[src/rtl/pooling_pkg.sv]
// Shared constants and state encoding for the pooling controller and its datapath.
package pooling_pkg;

  localparam int BOTTLENECK = 32;
  localparam int SIZE       = 2;
  localparam int STRIDE     = 2;
  localparam int DELTA_X    = 4;
  localparam int OU         = 4;
  localparam int IN_CH      = 512;
  localparam int IFM_BIT    = 8;
  localparam int MAX_WAIT   = 100;

  localparam int NUM_CYCLE   = BOTTLENECK / DELTA_X * OU * STRIDE;
  localparam int NUM_POOLING = IN_CH / NUM_CYCLE;
  localparam int AW          = $clog2(NUM_CYCLE);
  localparam int ACT_W       = NUM_POOLING * SIZE * SIZE * IFM_BIT;
  localparam int RES_W       = NUM_POOLING * IFM_BIT;

  typedef enum logic [2:0] {
    S_IDLE    = 3'd0,
    S_FETCH   = 3'd1,
    S_CAPTURE = 3'd2,
    S_ISSUE   = 3'd3,
    S_WAIT    = 3'd4,
    S_DONE    = 3'd5
  } state_t;

endpackage

[src/rtl/pooling_ctrl_if.sv]
// Activation-read, pooling-unit and result-write signals between controller and datapath.
interface pooling_ctrl_if ();
  import pooling_pkg::*;

  logic             act_rd_en;
  logic [AW-1:0]    act_rd_addr;
  logic [ACT_W-1:0] act_rd_data;
  logic             pool_in_valid;
  logic [ACT_W-1:0] pool_act;
  logic             pool_out_valid;
  logic [RES_W-1:0] pool_result;
  logic             res_wr_en;
  logic [AW-1:0]    res_wr_addr;
  logic [RES_W-1:0] res_wr_data;

  modport master (
    output act_rd_en, act_rd_addr, pool_in_valid, pool_act,
    output res_wr_en, res_wr_addr, res_wr_data,
    input  act_rd_data, pool_out_valid, pool_result
  );

  modport slave (
    input  act_rd_en, act_rd_addr, pool_in_valid, pool_act,
    input  res_wr_en, res_wr_addr, res_wr_data,
    output act_rd_data, pool_out_valid, pool_result
  );

endinterface

[src/rtl/pool_timeout_cnt.sv]
// Counts WAIT cycles without a pooling response; expired flags the last allowed cycle.
module pool_timeout_cnt #(
  parameter int MAX_WAIT = 100
) (
  input  logic clk,
  input  logic rst_n,
  input  logic i_clear,
  input  logic i_enable,
  output logic o_expired
);

  localparam int CW = $clog2(MAX_WAIT + 1);

  logic [CW-1:0] r_cnt;

  // Wait-cycle counter, cleared whenever the controller is not waiting.
  always_ff @(posedge clk or negedge rst_n) begin
    if (!rst_n) begin
      r_cnt <= '0;
    end else if (i_clear) begin
      r_cnt <= '0;
    end else if (i_enable) begin
      r_cnt <= r_cnt + CW'(1);
    end else begin
      r_cnt <= r_cnt;
    end
  end

  // The cycle seen with count MAX_WAIT-1 is the MAX_WAIT-th silent cycle.
  assign o_expired = (r_cnt == CW'(MAX_WAIT - 1));

endmodule

[src/rtl/pooling_ctrl.sv]
// Sequences one layer pass: fetch a group, issue it to the pooling unit, write back the result.
module pooling_ctrl
  import pooling_pkg::*;
(
  input  logic           clk,
  input  logic           rst_n,
  input  logic           start,
  input  logic           abort,
  output logic           busy,
  output logic           done,
  output logic           err,
  pooling_ctrl_if.master bus
);

  localparam logic [AW-1:0] LAST_G = AW'(NUM_CYCLE - 1);

  state_t           r_state, w_state_n;
  logic [AW-1:0]    r_g, w_g_n;
  logic             r_busy, w_busy_n;
  logic             r_done, w_done_n;
  logic             r_err, w_err_n;
  logic             r_act_rd_en, w_act_rd_en_n;
  logic [AW-1:0]    r_act_rd_addr, w_act_rd_addr_n;
  logic             r_pool_in_valid, w_pool_in_valid_n;
  logic [ACT_W-1:0] r_pool_act, w_pool_act_n;
  logic             r_res_wr_en, w_res_wr_en_n;
  logic [AW-1:0]    r_res_wr_addr, w_res_wr_addr_n;
  logic [RES_W-1:0] r_res_wr_data, w_res_wr_data_n;
  logic             w_tmr_clr, w_tmr_en, w_tmr_expired;
  logic             w_spurious;

  pool_timeout_cnt #(.MAX_WAIT(MAX_WAIT)) u_timeout (
    .clk       (clk),
    .rst_n     (rst_n),
    .i_clear   (w_tmr_clr),
    .i_enable  (w_tmr_en),
    .o_expired (w_tmr_expired)
  );

  // A response is only legal while waiting with no write yet pending.
  assign w_spurious = bus.pool_out_valid && !((r_state == S_WAIT) && !r_res_wr_en);

  // Next state and next value of every registered output.
  always_comb begin
    w_state_n       = r_state;
    w_g_n           = r_g;
    w_err_n         = r_err;
    w_pool_act_n    = r_pool_act;
    w_res_wr_en_n   = 1'b0;
    w_res_wr_addr_n = r_res_wr_addr;
    w_res_wr_data_n = r_res_wr_data;
    w_tmr_clr       = 1'b1;
    w_tmr_en        = 1'b0;
    if (abort) begin
      w_state_n = S_IDLE;
    end else begin
      if (w_spurious) begin
        w_err_n = 1'b1;
      end else begin
        w_err_n = r_err;
      end
      case (r_state)
        S_IDLE: begin
          if (start) begin
            w_state_n = S_FETCH;
            w_g_n     = '0;
            w_err_n   = w_spurious;
          end else begin
            w_state_n = S_IDLE;
          end
        end
        S_FETCH:   w_state_n = S_CAPTURE;
        S_CAPTURE: begin
          w_pool_act_n = bus.act_rd_data;
          w_state_n    = S_ISSUE;
        end
        S_ISSUE:   w_state_n = S_WAIT;
        S_WAIT: begin
          w_tmr_clr = 1'b0;
          // r_res_wr_en high marks the write-back cycle of the current group.
          if (r_res_wr_en) begin
            if (r_g == LAST_G) begin
              w_state_n = S_DONE;
            end else begin
              w_g_n     = r_g + AW'(1);
              w_state_n = S_FETCH;
            end
          end else if (bus.pool_out_valid) begin
            w_res_wr_en_n   = 1'b1;
            w_res_wr_addr_n = r_g;
            w_res_wr_data_n = bus.pool_result;
          end else if (w_tmr_expired) begin
            w_err_n   = 1'b1;
            w_state_n = S_IDLE;
          end else begin
            w_tmr_en = 1'b1;
          end
        end
        S_DONE:  w_state_n = S_IDLE;
        default: w_state_n = S_IDLE;
      endcase
    end
    w_busy_n          = (w_state_n != S_IDLE);
    w_done_n          = (w_state_n == S_DONE);
    w_act_rd_en_n     = (w_state_n == S_FETCH);
    w_pool_in_valid_n = (w_state_n == S_ISSUE);
    if (w_state_n == S_FETCH) begin
      w_act_rd_addr_n = w_g_n;
    end else begin
      w_act_rd_addr_n = r_act_rd_addr;
    end
  end

  // State, counter and output registers.
  always_ff @(posedge clk or negedge rst_n) begin
    if (!rst_n) begin
      r_state         <= S_IDLE;
      r_g             <= '0;
      r_busy          <= 1'b0;
      r_done          <= 1'b0;
      r_err           <= 1'b0;
      r_act_rd_en     <= 1'b0;
      r_act_rd_addr   <= '0;
      r_pool_in_valid <= 1'b0;
      r_pool_act      <= '0;
      r_res_wr_en     <= 1'b0;
      r_res_wr_addr   <= '0;
      r_res_wr_data   <= '0;
    end else begin
      r_state         <= w_state_n;
      r_g             <= w_g_n;
      r_busy          <= w_busy_n;
      r_done          <= w_done_n;
      r_err           <= w_err_n;
      r_act_rd_en     <= w_act_rd_en_n;
      r_act_rd_addr   <= w_act_rd_addr_n;
      r_pool_in_valid <= w_pool_in_valid_n;
      r_pool_act      <= w_pool_act_n;
      r_res_wr_en     <= w_res_wr_en_n;
      r_res_wr_addr   <= w_res_wr_addr_n;
      r_res_wr_data   <= w_res_wr_data_n;
    end
  end

  assign busy              = r_busy;
  assign done              = r_done;
  assign err               = r_err;
  assign bus.act_rd_en     = r_act_rd_en;
  assign bus.act_rd_addr   = r_act_rd_addr;
  assign bus.pool_in_valid = r_pool_in_valid;
  assign bus.pool_act      = r_pool_act;
  assign bus.res_wr_en     = r_res_wr_en;
  assign bus.res_wr_addr   = r_res_wr_addr;
  assign bus.res_wr_data   = r_res_wr_data;

endmodule
[src/flat_wrapper.sv]
// flat-port wrapper written by rule: the top's interface ports become plain ports
module pooling_ctrl_flat import pooling_pkg::*;
  (clk, rst_n, start, abort, busy, done, err, bus_act_rd_en, bus_act_rd_addr, bus_pool_in_valid, bus_pool_act, bus_res_wr_en, bus_res_wr_addr, bus_res_wr_data, bus_act_rd_data, bus_pool_out_valid, bus_pool_result);
  pooling_ctrl_if bus_i ();
  input  logic clk;
  input  logic rst_n;
  input  logic start;
  input  logic abort;
  output logic busy;
  output logic done;
  output logic err;
  output wire logic [$bits(bus_i.act_rd_en)-1:0] bus_act_rd_en;
  output wire logic [$bits(bus_i.act_rd_addr)-1:0] bus_act_rd_addr;
  output wire logic [$bits(bus_i.pool_in_valid)-1:0] bus_pool_in_valid;
  output wire logic [$bits(bus_i.pool_act)-1:0] bus_pool_act;
  output wire logic [$bits(bus_i.res_wr_en)-1:0] bus_res_wr_en;
  output wire logic [$bits(bus_i.res_wr_addr)-1:0] bus_res_wr_addr;
  output wire logic [$bits(bus_i.res_wr_data)-1:0] bus_res_wr_data;
  input wire logic [$bits(bus_i.act_rd_data)-1:0] bus_act_rd_data;
  input wire logic [$bits(bus_i.pool_out_valid)-1:0] bus_pool_out_valid;
  input wire logic [$bits(bus_i.pool_result)-1:0] bus_pool_result;
  assign bus_act_rd_en = bus_i.act_rd_en;
  assign bus_act_rd_addr = bus_i.act_rd_addr;
  assign bus_pool_in_valid = bus_i.pool_in_valid;
  assign bus_pool_act = bus_i.pool_act;
  assign bus_res_wr_en = bus_i.res_wr_en;
  assign bus_res_wr_addr = bus_i.res_wr_addr;
  assign bus_res_wr_data = bus_i.res_wr_data;
  assign bus_i.act_rd_data = bus_act_rd_data;
  assign bus_i.pool_out_valid = bus_pool_out_valid;
  assign bus_i.pool_result = bus_pool_result;
  pooling_ctrl u_core (.clk(clk), .rst_n(rst_n), .start(start), .abort(abort), .busy(busy), .done(done), .err(err), .bus(bus_i));
endmodule
[config.mk]
export PLATFORM = sky130hd
export DESIGN_NAME = pooling_ctrl_flat
export DESIGN_NICKNAME = d
export VERILOG_FILES = /design/src/rtl/pooling_pkg.sv /design/src/rtl/pooling_ctrl_if.sv /design/src/rtl/pool_timeout_cnt.sv /design/src/rtl/pooling_ctrl.sv /design/src/flat_wrapper.sv
export SDC_FILE = /design/constraint.sdc
export NUM_CORES = 1
export LEC_CHECK = 0
export ABC_AREA = 1
export CORE_AREA = 2 2 255 257
export DETAILED_ROUTE_END_ITERATION = 16
export DIE_AREA = 0 0 257 259
export PLACE_DENSITY = 0.46
export SYNTH_ARGS = -nofsm -noshare
export SYNTH_HDL_FRONTEND = slang
export SYNTH_SLANG_ARGS = --single-unit
[constraint.sdc]
create_clock -name clk -period 4.45 [get_ports clk]
set_clock_uncertainty 0.05 [all_clocks]
set_input_delay 0.6675 -clock clk [delete_from_list [all_inputs] [get_ports clk]]
set_output_delay 0.6675 -clock clk [all_outputs]
set_load 0.01 [all_outputs]
==> flow_summary.json <==
{
  "required_ns": 4.90,
  "port_buffers": 662,
  "place_worst_setup_slack_ns": 1.310,
  "tns_ns": 0,
  "grtUsageMet3": 0.05302,
  "crit_top_cell": "nand2_1",
  "cpMaxStageDelayCell": "dfrtp_1",
  "cts_hold_buffers": 0,
  "clockBufferDepth": 3,
  "area_growth_pct": 66.29,
  "place.detailed.hpwl_mm": 37.86,
  "yosysWarningCount": 0,
  "cts_tree": "built",
  "rows": 93,
  "finalNetCount": 2542,
  "syn_inst": 1561,
  "cts.sinks": 354,
  "grt.total_usage": 0.1537,
  "cts_buffers": 45,
  "worstPathArrival_ns": 3.07,
  "postRouteAntennaNets": 0,
  "htreeDepth": 2,
  "critPathKind": "reg -> reg",
  "post_cts_resized": 0,
  "top_usage_layer": "met2",
  "fin_ws_ns": 1.823,
  "cp-end-kind": "flip-flop",
  "die_y_um": 259,
  "final_core_util": 0.3552,
  "holdWs_ns": 0.07699,
  "slew_headroom": 0.1685,
  "crit_path_start_kind": "flip-flop",
  "stdcell_count": 3108,
  "drtIter0Drc": 738,
  "syn_area_per_cell_sq_um": 8.741,
  "wl_per_cell_um": 16.80,
  "coreArea_sq_um": 63880,
  "clkTransAtPathRegs_ns": 0.06,
  "firstDrtPassIters": 5,
  "cpPeakStageDelay_ns": 0.64,
  "cts_setup_buffers": 0,
  "drive_above_1_share": 0.04448,
  "min_period_ns": 2.627,
  "powerDensity_nw_per_um2": 545.4,
  "antenna_found_initial": 8,
  "insertion_delay_ns": 0.56,
  "postRouteWirelength_mm": 52.20,
  "root_buffer": "clkbuf_16",
  "synth_nets": 1888,
  "leakage_nw": 11.00,
  "dp_cells": 3023,
  "grt_pass1_vias": 12740,
  "num-fill-cells": 6580,
  "peakVddDrop_mv": 0.3309,
  "setup_viol": 0,
  "synth-seq-area-share": 0.6492,
  "use_met2": 0.2604,
  "fin_area_sq_um": 22690,
  "total_power_mw": 12.38,
  "syn_area_sq_um": 13640,
  "crit_family": "flip-flops",
  "rsz0062_at_grt": "false",
  "die-area_sq_um": 66560,
  "place_congestion": 0.8267,
  "fmax_mhz": 380.6,
  "min_path_type": "in -> async",
  "hold_viol_final": 0,
  "slew_viol_final": 0,
  "placed_area_sq_um": 21140,
  "drv_cap": 0,
  "die_w_um": 257,
  "start_util": 0.2136,
  "boundaryPins": 663,
  "met1_usage": 0.1798,
  "grt_max_degree": 214,
  "yosysUniqueCellTypes": 23,
  "route.detailed.drc": 0,
  "cp_cell_sequence": "inv_1 -> o21ai_1 -> nand2_2 -> nor2_4 -> buf_12 -> nand2_1 -> nand2_1",
  "grt_pass1_wl_mm": 79.35,
  "fin_crit_sh": 0.5904,
  "overflow": 0,
  "routed-via-count": 12330,
  "tightest_slew_ns": 1.247,
  "via_per_inst": 3.966,
  "status": "finished clean",
  "crit_fanout": 213,
  "ys_seq_elements": 354,
  "critPathBufInv": 2
}
## synthesized netlist by cell type, drive strengths merged
| cell type | count | area share |
|---|---|---|
| nand3 | 28 | 0.010 |
| nor2 | 18 | 0.0066 |
| nor3 | 5 | 0.0022 |
| ha | 2 | 0.0018 |
| a21boi | 1 | 0.00055 |
| xor2 | 2 | 0.0013 |
| o21bai | 1 | 0.00055 |
| dfrtp | 354 | 0.65 |
| nand4 | 3 | 0.0014 |
| clkbuf | 6 | 0.0017 |
| nand2 | 1025 | 0.28 |
| o221ai | 1 | 0.00064 |
| o21ai | 15 | 0.0055 |
| buf | 66 | 0.026 |
| inv | 30 | 0.0083 |
| a21oi | 4 | 0.0015 |
## power by group
part	switching [mW]	internal, mW
logic	1.70	2.19
registers	0.551	4.18
clock network	1.43	2.32
## metal layers
| metal | up-vias | part of all wire |
|---|---|---|
| li1 | 6035 | - |
| met1 | 5763 | 0.40 |
| met2 | 438 | 0.50 |
| met3 | 84 | 0.078 |
| met4 | 6 | 0.029 |
| met5 | - | 0.00084 |
## placed cells by master, fill, tap and decap left out
master	instances
inv_6	2
xor2_1	2
nor3_1	4
nor2_1	13
o21ai_0	14
clkdlybuf4s50_1	661
buf_8	1
clkinv_2	4
clkinv_4	1
clkinvlp_4	1
inv_2	2
buf_12	3
dfrtp_1	354
nor2_4	2
nand2_2	2
o21bai_1	1
clkbuf_8	13
nor2_2	3
inv_1	27
a21oi_1	4
clkbuf_1	9
o221ai_1	1
nor3_4	1
nand4_1	3
bufinv_16	3
buf_4	14
ha_1	2
o21ai_1	1
nand2_1	1023
clkbuf_16	47
diode_2	5
inv_8	1
a21boi_0	1
nand3_1	28
## kinds of logic (layout without fill, tap and decap cells)
logic type,Yosys count,in the layout,synth area share
and+or+nand+nor,1079,1079,0.3028
DFF,354,354,0.6492
buffers and inverters,102,789,0.03613
AOI/OAI and AO/OA,22,22,0.008712
adders and majority gates,2,2,0.001834
xor gates and xnor gates,2,2,0.001284
other,0,5,0
## final cells by class
| class | count | area (sq um) | share of cell area |
|---|---|---|---|
| flip-flops and latches | 354 | 8859 | 0.3904 |
| well taps | 855 | 1070 | 0.04715 |
| clock buffers | 69 | 1389 | 0.06121 |
| diodes | 5 | 12.51 | 0.0005514 |
| inverters | 30 | 120.1 | 0.005294 |
| repair buffers | 679 | 6797 | 0.2995 |
| multi-input cells | 1105 | 4299 | 0.1895 |
| clock inverters | 11 | 143.9 | 0.006342 |
## path summary, 6_finish.rpt
path / start / end / slack [ns] / depth (start not counted)
setup / recovery: u_core.bus.res_wr_en / u_core.bus.pool_act[99] / 1.82 / 7
hold / removal: rst_n / u_core.bus.act_rd_addr[5] / 0.08 / 1
setup reg to reg: u_core.bus.res_wr_en / u_core.bus.pool_act[99] / 1.82 / 7
hold reg to reg: u_core.bus.pool_act[16] / u_core.bus.pool_act[16] / 0.41 / 2
max in group asynchronous: rst_n / u_core.bus.pool_act[5] / 3.32 / 2
min in group clk: u_core.bus.pool_act[16] / u_core.bus.pool_act[16] / 0.41 / 2
## registers in the layout, indices dropped and copies added (netlist names)
signal / cells
u_core.err: 1
u_core.busy: 1
u_core.bus.act_rd_addr: 6
u_core.bus.pool_in_valid: 1
u_core.bus.act_rd_en: 1
u_core.bus.res_wr_en: 1
u_core.bus.res_wr_data: 64
u_core.bus.pool_act: 256
u_core.bus.res_wr_addr: 6
u_core.u_timeout.r_cnt: 7
u_core.r_g: 6
u_core.done: 1
u_core.r_state: 3
(Power assumes the default switching activity.)
